`src/rtl/counter_w_decoder.sv`:
```
// Receive-side monitor for the 4-bit up-by-two/down-by-one w-counter stream.
// Classifies each sampled transition, recovers w, tracks lock and counts errors.
module counter_w_decoder #(
  parameter int LOCK_CNT = 3,
  parameter int ERR_W    = 8
) (
  input  logic             clk,
  input  logic             reset,
  input  logic             in_valid,
  input  logic [3:0]       in_data,
  input  logic             in_rst,
  output logic             w_out,
  output logic             w_valid,
  output logic             locked,
  output logic             err_pulse,
  output logic [ERR_W-1:0] err_count,
  output logic [1:0]       state
);

  // Interface: a sample is consumed on every cycle in_valid is high; there is
  // no backpressure, so the monitor must keep up with the bus at full rate.

  typedef enum logic [1:0] {
    IDLE   = 2'd0,
    ACQ    = 2'd1,
    LOCKED = 2'd2
  } state_e;

  localparam logic [3:0] LOCK_CNT_4 = 4'(LOCK_CNT);

  state_e           state_q, state_d;
  logic [3:0]       prev_q, prev_d;
  logic [3:0]       run_q, run_d;
  logic             w_out_q, w_out_d;
  logic             w_valid_q, w_valid_d;
  logic             locked_q, locked_d;
  logic             err_pulse_q, err_pulse_d;
  logic [ERR_W-1:0] err_count_q, err_count_d;

  logic [3:0] up_next;
  logic [3:0] dn_next;
  logic       up_ok;
  logic       dn_ok;
  logic [3:0] run_inc;

  // 8 and 15 both wrap straight to 0 on an UP step instead of p+2.
  assign up_next = ((prev_q == 4'd8) || (prev_q == 4'd15)) ? 4'd0 : prev_q + 4'd2;
  assign dn_next = prev_q - 4'd1;
  assign up_ok   = (in_data == up_next);
  assign dn_ok   = (in_data == dn_next);
  assign run_inc = run_q + 4'd1;

  always_comb begin
    state_d     = state_q;
    prev_d      = prev_q;
    run_d       = run_q;
    w_out_d     = w_out_q;
    w_valid_d   = 1'b0;
    locked_d    = locked_q;
    err_pulse_d = 1'b0;
    err_count_d = err_count_q;

    if (in_valid) begin
      prev_d = in_data;
      case (state_q)
        IDLE: begin
          if (!in_rst || (in_data == 4'd0)) begin
            state_d = ACQ;
            run_d   = 4'd0;
          end
        end
        ACQ, LOCKED: begin
          if (in_rst) begin
            // Generator reset: a zero sample re-anchors, anything else is lost sync.
            locked_d = 1'b0;
            run_d    = 4'd0;
            if (in_data == 4'd0) begin
              state_d = ACQ;
            end else begin
              err_pulse_d = (state_q == LOCKED);
              state_d     = IDLE;
            end
          end else if (up_ok || dn_ok) begin
            w_out_d   = up_ok;
            w_valid_d = 1'b1;
            if (state_q == ACQ) begin
              run_d = run_inc;
              if (run_inc == LOCK_CNT_4) begin
                state_d  = LOCKED;
                locked_d = 1'b1;
              end
            end
          end else begin
            run_d = 4'd0;
            if (state_q == LOCKED) begin
              err_pulse_d = 1'b1;
              locked_d    = 1'b0;
              state_d     = ACQ;
            end
          end
        end
        default: begin
          state_d  = IDLE;
          locked_d = 1'b0;
          run_d    = 4'd0;
        end
      endcase
    end

    if (err_pulse_d && (err_count_q != {ERR_W{1'b1}})) begin
      err_count_d = err_count_q + 1'b1;
    end
  end

  always_ff @(posedge clk) begin
    if (reset) begin
      state_q     <= IDLE;
      prev_q      <= 4'd0;
      run_q       <= 4'd0;
      w_out_q     <= 1'b0;
      w_valid_q   <= 1'b0;
      locked_q    <= 1'b0;
      err_pulse_q <= 1'b0;
      err_count_q <= '0;
    end else begin
      state_q     <= state_d;
      prev_q      <= prev_d;
      run_q       <= run_d;
      w_out_q     <= w_out_d;
      w_valid_q   <= w_valid_d;
      locked_q    <= locked_d;
      err_pulse_q <= err_pulse_d;
      err_count_q <= err_count_d;
    end
  end

  assign w_out     = w_out_q;
  assign w_valid   = w_valid_q;
  assign locked    = locked_q;
  assign err_pulse = err_pulse_q;
  assign err_count = err_count_q;
  assign state     = state_q;

endmodule

```
`config.mk`:
```
export PLATFORM = sky130hd
export DESIGN_NAME = counter_w_decoder
export DESIGN_NICKNAME = d
export VERILOG_FILES = /design/src/rtl/counter_w_decoder.sv
export SDC_FILE = /design/constraint.sdc
export NUM_CORES = 1
export LEC_CHECK = 0
export ABC_AREA = 1
export BUFFER_PORTS_ARGS = -buffer_cell sky130_fd_sc_hd__buf_2
export CORE_UTILIZATION = 30
export CTS_CLUSTER_DIAMETER = 150
export DETAILED_ROUTE_END_ITERATION = 16
export SYNTH_ARGS = -nofsm -noshare
export SYNTH_HDL_FRONTEND = slang
export SYNTH_SLANG_ARGS = --single-unit
```
`constraint.sdc`:
```
create_clock -name clk -period 1.93 [get_ports clk]
set_input_delay 0.193 -clock clk [delete_from_list [all_inputs] [get_ports clk]]
set_output_delay 0.193 -clock clk [all_outputs]
set_load 0.005 [all_outputs]
```
======== After elaboration in Yosys (flattened, before gate mapping) ========
Index checks and enable logic that the tools add are counted.
operators by class
  $add $sub $neg .......................... 4
  equal/unequal tests ..................... 12
  muxes and demuxes ....................... 27
  bitwise gates (word level) .............. 4
  reductions and logical operators ........ 13
operators with widths
  cell                                                 count
  two-way mux 4 bit                                    5
  two-way mux 1 bit                                    13
  two-way mux 2 bit                                    6
  inequality test 4 bit, second input constant         3
  AND reduction 5 bit                                  2
  adder 8 x 1 -> 8 bit, second input constant          1
  equality test 4 bit                                  2
  equality test 4 bit, second input constant           2
  inequality test 8 bit, second input constant         1
  one-hot mux 4 bit (2 select lines)                   1
  adder 4 x 1 -> 4 bit, second input constant          1
  adder 4 x 2 -> 4 bit, second input constant          1
  equality test 4 x 2 -> 1 bit, second input constant  1
  zero test 4 bit                                      1
  NOT 1 bit                                            4
  one-hot mux 2 bit (2 select lines)                   1
  AND reduction 4 bit                                  1
  OR reduction 4 bit                                   1
  subtractor 4 x 1 -> 4 bit, second input constant     1
  logical OR 1 bit                                     3
  AND reduction 3 bit                                  1
  equality test 2 x 1 -> 1 bit, second input constant  1
  equality test 2 bit, second input constant           1
  zero test 2 bit                                      1
  5 further kinds                                      5
storage, ports and cells
  register bits after elaboration ......... 22
  output and inout bits ................... 14
  word-level logic and storage cells ...... 68

======== Longest topological paths before layout ========
Gate-level depths: netlist of the first run.
  word-level depth ........................ 10
  mapped depth ............................ 17

======== Worst setup path before layout of the first run ========
No wires, ideal clock.
  kind .................................... register to register
  start point ............................. register prev_q[0]
  end point ............................... register state_q[1] (netlist: state[1])
  library setup time ...................... 0.064 ns
  arrival time ............................ 1.749 ns
  required time ........................... 1.866 ns
  slack ................................... 0.117 ns
  cell stages (with the launch flop) ...... 15
  buffers on the path ..................... 0
  clock period less this slack ............ 1.813 ns
  cell sequence ........................... dfxtp_1 -> inv_1 -> ha_1 -> nand3_4 -> nand3_1 -> nand2_1 -> nand2_1 -> nor2_2 -> nand2_2 -> nand2_4 -> nand3_4 -> or2_0 -> nand3_1 -> nand2_1 -> nor2_1
between the ends
  word-level cells in the longest chain between the ends .. 8
  elaborated cells between the ends (all ways) .. 16
RTL lines
  item                                                                          RTL line  text
  start, declared                                                               32        logic [3:0] prev_q, prev_d;
  start signal, assigned                                                        127       prev_q <= prev_d;
  parallel branches: the longest is 4 deep, another holds adder 4 x 2 -> 4 bit  n/a
  logical OR 1 bit *                                                            83        end else if (up_ok || dn_ok) begin
  two-way mux 2 bit                                                             83
  two-way mux 2 bit                                                             73        if (in_rst) begin
  one-hot mux 2 bit (2 select lines)                                            65        case (state_q)
  end signal, assigned                                                          126       state_q <= state_d;
  end, declared                                                                 31        state_e state_q, state_d;
Every way passes the cells marked *.
A chain may end at the register's enable or synchronous reset.

======== Final worst setup path of the first run ========
  start point ............................. register prev_q[1]
  end point ............................... register state_q[1] (netlist: state[1])
The elaborated chain is that of the path after synthesis.

==> run summary, run 1 <==
Status: finished, final reports clean
Crit path arrival time: 2120 ps
Hold Buf Count CTS: 0
Kind of start point of the critical path: flip-flop
Post-route clock skew: 4.19 ps
Placeable Area: 4720 um^2
Critical path class: flip-flop to flip-flop
Die H: 72.3 um
Placer Congestion: 0.868
Distinct cells, synth: 24
Asr flop ratio synth: 0%
Post-DP Area: 1700 um^2
Seq/Total Area, Yosys: 29.7%
Final Total Pwr: 1.29 mW
EDFF count, synth: 0
Gr ovfl total: 0
Crit. End Element: flip-flop
VDD IR max: 0.000540 V
Final nets: 271
Area Growth Syn to Fin: 30.7%
Post-synth top area share: 29.7%
Tmin final: 1910 ps
Leading area contributor after synthesis: dfxtp_1
Syn nets: 238
Final cell count without fillers: 317
Number of buffers on the longest clock path: 2
Die area: 5220 um^2
Syn. warnings: 0
Mapped cell area: 1480 um^2
Initial DRC count: 41
GRT Resource Usage Total: 13.8%
1st-pass router iterations: 4
Fmax: 0.523 GHz
CTS tree: built
WL/cell: 10.6 um
Number of antenna violations at the first check in global routing: 0
Port bufs: 21
H-tree depth: 1
Yosys reg bits: 22
Ranking of synthesized cells by area: dfxtp_1 (30%), nand2_1 (14%), ha_1 (10%)
Worst skew pair latency: 270 ps
CP required: 2140 ps
RSZ-0062 raised after global routing: yes
Ys flop type: dfxtp_1
Placed Cells incl. Taps: 308
Syn Area/Cell: 6.80 um^2
Site Rows: 25
Critical Path Fanout Max: 7
Clock sink total: 22
Max-cap violations: 0
Post-place setup slack: -12.2 ps
CTS root buffer: clkbuf_8
Dpl hpwl: 2.35 mm
Number of diodes: 0
Crit share post-route: 99.1%
PwrDens: 668 nW/um^2
Final worst slack: 16.8 ps
Antenna Nets Post-Route: 0
Fin. Hold Viols: 0
Most common cell after layout, fill and taps aside: nand2_1
Via density: 4.56
Core Util, Final: 41.0%
Final non-filler cell area: 1940 um^2
Ports: 22
Cell count after synthesis: 218
Final hold slack: 210 ps
Initial Util: 31.4%
Highest-count cells in the layout ignoring fill and taps: nand2_1 (50), inv_1 (21), buf_2 (21)
Number of global-route vias before repair: 1314
Slew @ Worst Pin: 505 ps
# setup viols final: 0
Vias: 1445
HP Class: input port to flip-flop
Drt total wl: 3.35 mm
Drc violations: 0
Final Max Tran Viols: 0
Max-slew headroom: 66.0%
TritonCTS Buffers: 3
First-pass GRT wire length: 5.71 mm
Die X: 72.3 um
Setup TNS: 0 ps
Largest net degree at the start of global routing: 16
Lkg Pwr: 0.897 nW
Layout cells sized above 1: 28.8%
Reg clk slew, reported paths: 80 ps
==> path summary, 6_finish.rpt <==
| kind | from | end | slack, ps | cells after the start |
|---|---|---|---|---|
| min reg2reg | locked | locked | 490 | 2 |
| max reg2reg | prev_q[1] | state[1] | 20 | 14 |
| min | reset | err_count[7] | 210 | 2 |
| max | prev_q[1] | state[1] | 20 | 14 |
==> power breakdown <==
part	total (mW)	switching [mW]	leakage (nW)	internal, mW
logic	0.351	0.210	0.680	0.142
clock network	0.435	0.158	0.0357	0.277
registers	0.507	0.0281	0.181	0.479
total	1.29	0.396	0.897	0.898
==> cell families (layout without fill, tap and decap cells) <==
logic type / count (synthesis) / after routing / synth area share (%)
AOI/OAI and AO/OA: 32 / 32 / 10.8
xor gates and xnor gates: 7 / 7 / 4.14
adders and majority gates: 12 / 12 / 10.1
buffers and inverters: 31 / 63 / 8.19
DFF: 22 / 22 / 29.7
and+or+nand+nor: 114 / 114 / 37.0
==> synthesized netlist by cell type, types with 2 or more instances <==
master / instances
nand3_2: 2
nand3_1: 15
nand2_1: 55
nand4_1: 6
xor2_1: 4
ha_1: 12
dfxtp_1: 22
o21ai_1: 5
nor2_1: 20
xnor2_1: 3
nor3_1: 4
nand2_2: 3
clkbuf_1: 2
inv_1: 23
inv_2: 4
nand3_4: 3
a21oi_1: 17
o21ai_0: 10
nor2_2: 3
==> worst max-delay path: stages, from the launching register on <==
cell and delay (ps):
dfxtp_2 330, buf_6 130, ha_4 160, nand2_1 80
nand3_1 80, nand3_1 80, nand2_1 70, nor2_2 110
nand2_2 100, nand2_4 130, nand3_4 120, or2_0 240
nand3_1 70, nand2_1 50, nor2_1 110
==> area by class of cell <==
type | count | area, um^2
clock buffers | 3 | 41.3
clock inverters | 1 | 30.0
fillers | 470 | 2790
inverters | 27 | 109
multi-input cells | 165 | 1030
flip-flops and latches | 22 | 450
well taps | 67 | 83.8
repair buffers | 31 | 188
repair inverters | 1 | 6.26
==> flip-flops by register name, summed over array words and instances (netlist names) <==
signal and flops:
w_out 1, state 2, locked 1, run_q 4, prev_q 4, err_count 8
err_pulse 1, w_valid 1
==> layer usage <==
layer,GRT usage (%),part of all wire [%]
met5,0,0
met4,5.23,1.7
met3,2.50,2.3
met2,22.7,47
met1,18.0,49
==> timing repair <==
| item | in CTS | in global routing |
|---|---|---|
| gates cloned | 0 | 1 |
| endpoints found under the hold margin | 0 | 0 |
| setup endpoints to repair | 3 | 16 |
| pin swaps | 0 | 14 |
| buffers inserted | 0 | 4 |
| resized for setup | 2 | 38 |
No activity file was read; power rests on OpenSTA's default activity.
==> run 2, diff against run 1 <==
--- a/config.mk
+++ b/config.mk
@@ -5,7 +5,6 @@
 export SDC_FILE = /design/constraint.sdc
 export NUM_CORES = 1
 export LEC_CHECK = 0
-export ABC_AREA = 1
 export BUFFER_PORTS_ARGS = -buffer_cell sky130_fd_sc_hd__buf_2
 export CORE_UTILIZATION = 30
 export CTS_CLUSTER_DIAMETER = 150
==> constraint.sdc (replaced) <==
create_clock -name clk -period 1.93 [get_ports clk]
set_input_delay 0.579 -clock clk [delete_from_list [all_inputs] [get_ports clk]]
set_output_delay 0.579 -clock clk [all_outputs]
set_load 0.005 [all_outputs]
==> run 2 against run 1 <==
Net effect:
- the run now ends with negative setup slack left
- sequential share of layout area down 6.5 points
- first-iteration DRC count up 93%
- die area rose by 14%
- critical path depth down 5
- routed wire length is 39% higher
- flip-flop and latch count did not move
- clock-buffer cell count unchanged
- synthesized area increased by 14%
- cell count up 7.6%
- largest cell class unchanged
==> run summary, run 2 <==
First-pass GRT wire length: 7.89 mm (+38%)
Number of buffers on the longest clock path: 2 (unchanged)
Worst skew pair latency: 270 ps (about the same)
Failing checks: negative setup slack
Vias: 1716 (+19%)
Fill cells: 497 (+5.7%)
Asr flop ratio synth: 0% (unchanged)
Lkg Pwr: 1.08 nW (+20%)
Final nets: 292 (+7.7%)
Gr ovfl total: 0 (unchanged)
Post-synth top area share: 26.1% (-3.6 points)
Most common cell after layout, fill and taps aside: buf_4
Syn Area/Cell: 8.75 um^2 (+29%)
Post-place setup slack: -578 ps (-566 ps)
Dpl hpwl: 3.22 mm (+37%)
Port bufs: 21 (unchanged)
Post-route clock skew: 2.92 ps (-1.27 ps)
Layout cells sized above 1: 46.1% (+17 points)
Initial Util: 32.0% (+0.66 points)
EDFF count, synth: 0 (unchanged)
Number of diodes: 0 (unchanged)
Fmax: 0.430 GHz (-18%)
Critical path class: flip-flop to flip-flop
Syn nets: 213 (-11%)
Site Rows: 26 (+4.0%)
Final Max Tran Viols: 0 (unchanged)
VDD IR max: 0.000402 V (-26%)
CTS tree: built
Number of antenna violations at the first check in global routing: 0 (unchanged)
Placer Congestion: 0.841 (-3.1%)
Reg clk slew, reported paths: 90 ps (about the same)
Max-slew headroom: 66.1% (+0.092 points)
Initial DRC count: 79 (+93%)
Number of global-route vias before repair: 1701 (+29%)
WL/cell: 13.6 um (+29%)
Antenna Nets Post-Route: 0 (unchanged)
HP Class: flip-flop to flip-flop
Final non-filler cell area: 2680 um^2 (+39%)
Tmin final: 2330 ps (+415 ps)
Most frequent cells after synthesis: dfxtp_1 (22), a21oi_1 (14), nor2_1 (13), ha_1 (12)
Area Growth Syn to Fin: 59.0%
Clock sink total: 22 (unchanged)
Core Util, Final: 50.9% (+9.9 points)
Max reg flops: 8 (unchanged)
Worst R2R Setup Slack: -400 ps (-410 ps)
Die X: 77.0 um (+6.6%)
Crit share post-route: 121% (+21 points)
Largest net degree at the start of global routing: 27 (+11)
Cell count after synthesis: 193 (-11%)
Kind of start point of the critical path: flip-flop
CTS root buffer: clkbuf_8
PwrDens: 493 nW/um^2 (-26%)
1st-pass router iterations: 4 (unchanged)
Hold Buf Count CTS: 0 (unchanged)
Fin. Hold Viols: 0 (unchanged)
Count leader, synth: dfxtp_1
Highest-count cells in the layout ignoring fill and taps: buf_4 (51), buf_2 (21), dfxtp_1 (19)
Ranking of synthesized cells by area: dfxtp_1 (26%), ha_1 (8.9%), a21oi_1 (4.2%)
Distinct cells, synth: 52 (+120%)
GRT Resource Usage Total: 16.4% (+2.6 points)
Max-cap violations: 0 (unchanged)
Critical Path Fanout Max: 6 (-1)
Drt total wl: 4.64 mm (+39%)
Die H: 77.0 um (+6.6%)
Status: complete, but fails checks
TritonCTS Buffers: 3 (unchanged)
Yosys reg bits: 22 (unchanged)
# setup viols final: 18 (+18)
Setup TNS: -5470 ps (-5470 ps)
Crit path arrival time: 2530 ps (+410 ps)
Die area: 5930 um^2 (+14%)
Leading area contributor after synthesis: dfxtp_1
Slew @ Worst Pin: 509 ps (+3.28 ps)
H-tree depth: 1 (unchanged)
Crit. End Element: flip-flop
Via density: 5.03 (+10%)
CP required: 2140 ps (about the same)
Drc violations: 0 (unchanged)
Placeable Area: 5270 um^2 (+12%)
Post-DP Area: 2310 um^2 (+36%)
RSZ-0062 raised after global routing: yes
Ports: 22 (unchanged)
Seq/Total Area, Yosys: 26.1% (-3.6 points)
Ys flop type: dfxtp_1
Final worst slack: -398 ps (-415 ps)
Syn. warnings: 0 (unchanged)
Mapped cell area: 1690 um^2 (+14%)
==> run 2: cell types whose count changed in the layout (fill, tap and decap cells not counted), moves of 5 or more <==
cell	previous run	this run
buf_4	8	51
inv_1	21	9
nor2_2	5	0
nand3_4	5	0
o21ai_0	8	2
nor4_4	0	5
nor2b_1	0	9
nand2_1	50	10
nand4_1	6	0
mux2i_1	0	6
nand3_1	14	7
nand2b_1	0	7
a21oi_1	17	10
==> run 2: path summary, 6_finish.rpt <==
kind,endpoint,start,cells after the start
worst max-delay path,state[1],prev_q[1],9
worst min-delay path,w_out,w_out,2
worst max register to register,state[1],prev_q[1],9
worst min register to register,w_out,w_out,2
==> run 2: stage by stage <==
| stage | cells | power [mW] | hold slack [ps] |
|---|---|---|---|
| after floorplan | 193 | 0.668 | 466 |
| after global routing | 341 | 1.39 | 491 |
| after CTS | 335 | 1.31 | 474 |
| after detailed placement | 329 | 0.821 | 462 |
| after global placement | 329 | 0.819 | 472 |
| final | 341 | 1.32 | 476 |
==> run 2: power by group <==
| group | internal, mW | total (mW) | switching (mW) |
|---|---|---|---|
| Sequential | 0.461 | 0.470 | 0.00847 |
| Combinational | 0.206 | 0.407 | 0.201 |
| Clock | 0.278 | 0.446 | 0.169 |
| Total | 0.945 | 1.32 | 0.378 |
==> run 2: cell type report <==
cell class	count	area [um^2]	area share [%]
multi-input cells	153	1410	52.6
clock inverters	1	30.0	1.12
inverters	11	43.8	1.63
well taps	70	87.6	3.26
repair buffers	81	619	23.1
clock buffers	3	41.3	1.54
flip-flops and latches	22	449	16.7
==> run 2: worst max-delay path, cell delays in order, from the launching register on <==
cell       delay (ps)
dfxtp_4           370
inv_4              50
ha_4              150
mux2_4            310
a2111oi_4         360
nor3_4            120
buf_12            150
o311a_4           350
nor4_4            190
mux2i_1           220
==> run 2: logic make-up (layout without fill, tap and decap cells) <==
family	Yosys count	in the layout	share of synthesized area [%]
XOR/XNOR	5	5	3.41
multiplexers	12	12	7.71
flip-flops	22	22	26.1
buffers and inverters	18	96	4.15
AND/OR/NAND/NOR	75	75	27.1
adder cells (fa/ha/maj)	12	12	8.90
AO/OA/AOI/OAI	49	49	22.6
==> run 2: metal layers <==
metal | global-route usage [%] | share of wire, % | vias up
met5 | 0 | 0 | -
met2 | 28.1 | 49 | 28
met4 | 4.53 | 1.0 | 0
li1 | - | - | 872
met1 | 21.0 | 47 | 812
met3 | 2.74 | 3.1 | 4
==> run 2: timing repair <==
item | CTS | global route
setup endpoints to repair | 18 | 18
buffers inserted | 3 | 7
pin swaps | 12 | 14
resized for setup | 29 | 16
hold endpoints to repair | 0 | 0
==> run 3, diff against run 2 <==
--- a/config.mk
+++ b/config.mk
@@ -9,6 +9,7 @@
 export CORE_UTILIZATION = 30
 export CTS_CLUSTER_DIAMETER = 150
 export DETAILED_ROUTE_END_ITERATION = 16
+export PLACE_DENSITY = 0.49
 export SYNTH_ARGS = -nofsm -noshare
 export SYNTH_HDL_FRONTEND = slang
 export SYNTH_SLANG_ARGS = --single-unit
==> run 3 against run 2 <==
Net effect:
- the flow still finishes with violations (negative setup slack)
- largest power group unchanged
- design area fell by 6.6%
- power shrank 13%
- clock-buffer cell count up 1
- clock power down 32%
- register-to-register slack is essentially flat
- maximum frequency about the same
- critical path type unchanged
==> run summary, run 3 (synthesized netlist as in run 2, its figures left out) <==
Status: complete, but fails checks
Failing checks: negative setup slack
Post-route clock skew: 3.05 ps (+0.126 ps)
Die X: 77.0 um (unchanged)
Crit share post-route: 121% (about the same)
Hold depth: 2 (unchanged)
Antenna Nets Post-Route: 0 (unchanged)
WL/cell: 13.5 um (-0.43%)
Via density: 5.04 (+0.14%)
VDD IR max: 0.000294 V (-27%)
First-pass GRT wire length: 7.75 mm (-1.7%)
Placeable Area: 5270 um^2 (unchanged)
HP Class: flip-flop to flip-flop
WHS Endpoint: err_count[6]
Crit. End Element: flip-flop
Max-cap violations: 0 (unchanged)
Worst skew pair latency: 270 ps (about the same)
Fin. Hold Viols: 0 (unchanged)
Die area: 5930 um^2 (unchanged)
Lkg Pwr: 1.01 nW (-6.9%)
Die H: 77.0 um (unchanged)
Site Rows: 26 (unchanged)
Critical Path Fanout Max: 7 (+1)
# setup viols final: 18 (unchanged)
Clock sink total: 22 (unchanged)
CP required: 2090 ps (-50 ps)
Tmin final: 2330 ps (-0.901 ps)
CTS tree: built
Critical path startpoint: prev_q[1]
Vias: 1673 (-2.5%)
Ports: 22 (unchanged)
Initial DRC count: 61 (-23%)
GRT Resource Usage Total: 16.1% (-0.28 points)
Highest-count cells in the layout ignoring fill and taps: buf_4 (45), buf_2 (21), dfxtp_1 (19)
Final Max Tran Viols: 0 (unchanged)
Layout cells sized above 1: 42.0% (-4.1 points)
Hold Buf Count CTS: 0 (unchanged)
Min-delay src: err_count[6]
Fmax: 0.430 GHz (about the same)
Port bufs: 21 (unchanged)
Number of antenna violations at the first check in global routing: 0 (unchanged)
PwrDens: 461 nW/um^2 (-6.6%)
Dpl hpwl: 3.20 mm (-0.66%)
Critical path class: flip-flop to flip-flop
RSZ-0062 raised after global routing: yes
Drc violations: 0 (unchanged)
Setup TNS: -5450 ps (+19.5 ps)
Max-slew headroom: 57.7% (-8.4 points)
Area Growth Syn to Fin: 48.6%
TritonCTS Buffers: 3 (unchanged)
Gr ovfl total: 0 (unchanged)
Number of buffers on the longest clock path: 2 (unchanged)
Number of diodes: 0 (unchanged)
1st-pass router iterations: 4 (unchanged)
CTS root buffer: clkbuf_8
Worst R2R Setup Slack: -400 ps (about the same)
Crit path arrival time: 2490 ps (-40 ps)
Kind of start point of the critical path: flip-flop
Final Total Pwr: 1.16 mW (-13%)
Most common cell after layout, fill and taps aside: buf_4
Reg clk slew, reported paths: 80 ps (about the same)
Initial Util: 32.0% (unchanged)
Drt total wl: 4.50 mm (-3.1%)
Slew @ Worst Pin: 630 ps (+122 ps)
H-tree depth: 1 (unchanged)
Number of global-route vias before repair: 1700 (-0.059%)
Max reg flops: 8 (unchanged)
Placer Congestion: 0.749 (-11%)
Reg2reg end: err_count[3]
Worst r2r src: prev_q[1]
Final worst slack: -397 ps (+0.901 ps)
R2R depth: 9 (unchanged)
Final nets: 283 (-3.1%)
Largest net degree at the start of global routing: 27 (unchanged)
==> run 3: worst max path at each step <==
stage | endpoint
floorplan | err_count[4]
CTS | state[0]
finish | err_count[3]
detailed placement | err_count[4]
global placement | err_count[4]
global route | state[0]
==> run 3: area by class of cell <==
class	count	area, um^2
multi-input cells	153	1350
repair buffers	72	537
flip-flops and latches	22	447
inverters	11	43.8
fillers	536	2760
clock buffers	4	45.0
well taps	70	87.6
==> run 3: repair_timing <==
| item | 4_1_cts | 5_1_grt |
|---|---|---|
| pin swaps | 7 | 6 |
| buffers inserted | 6 | 3 |
| setup endpoints to repair | 18 | 18 |
| gates resized for setup | 12 | 17 |
| endpoints found under the hold margin | 0 | 0 |
==> run 3: worst max-delay path, cell delays in order (launching register included) <==
cell       delay [ps]
dfxtp_4           370
inv_4              50
ha_4              150
mux2_4            310
a2111oi_4         350
nor3_4            120
nor4_4            350
buf_12            180
nor4b_4            50
mux2_4            300
==> run 3: routing by layer <==
layer	up-vias	track usage [%]	wire, um
li1	860	-	-
met5	-	0	0
met2	23	28.0	2140
met4	0	6.23	73
met3	6	2.26	128
met1	784	19.9	2160
==> run 3: metrics by stage <==
stage,hold slack [ps],std cells,cell area [um^2],setup WS (ps),utilization [%]
global placement,482,322,2260,-520,42.9
CTS,491,330,2410,-394,45.8
global route,539,332,2510,-511,47.6
detailed placement,477,322,2260,-534,42.9
finish,503,332,2510,-397,47.6
floorplan,466,193,1730,-416,-
==> run 3: where the power goes <==
group	leakage (nW)	switching, mW	internal (mW)	total (mW)
Clock	0.0228	0.157	0.148	0.305
Sequential	0.180	0.00967	0.462	0.472
Combinational	0.803	0.183	0.196	0.379
Total	1.01	0.350	0.806	1.16
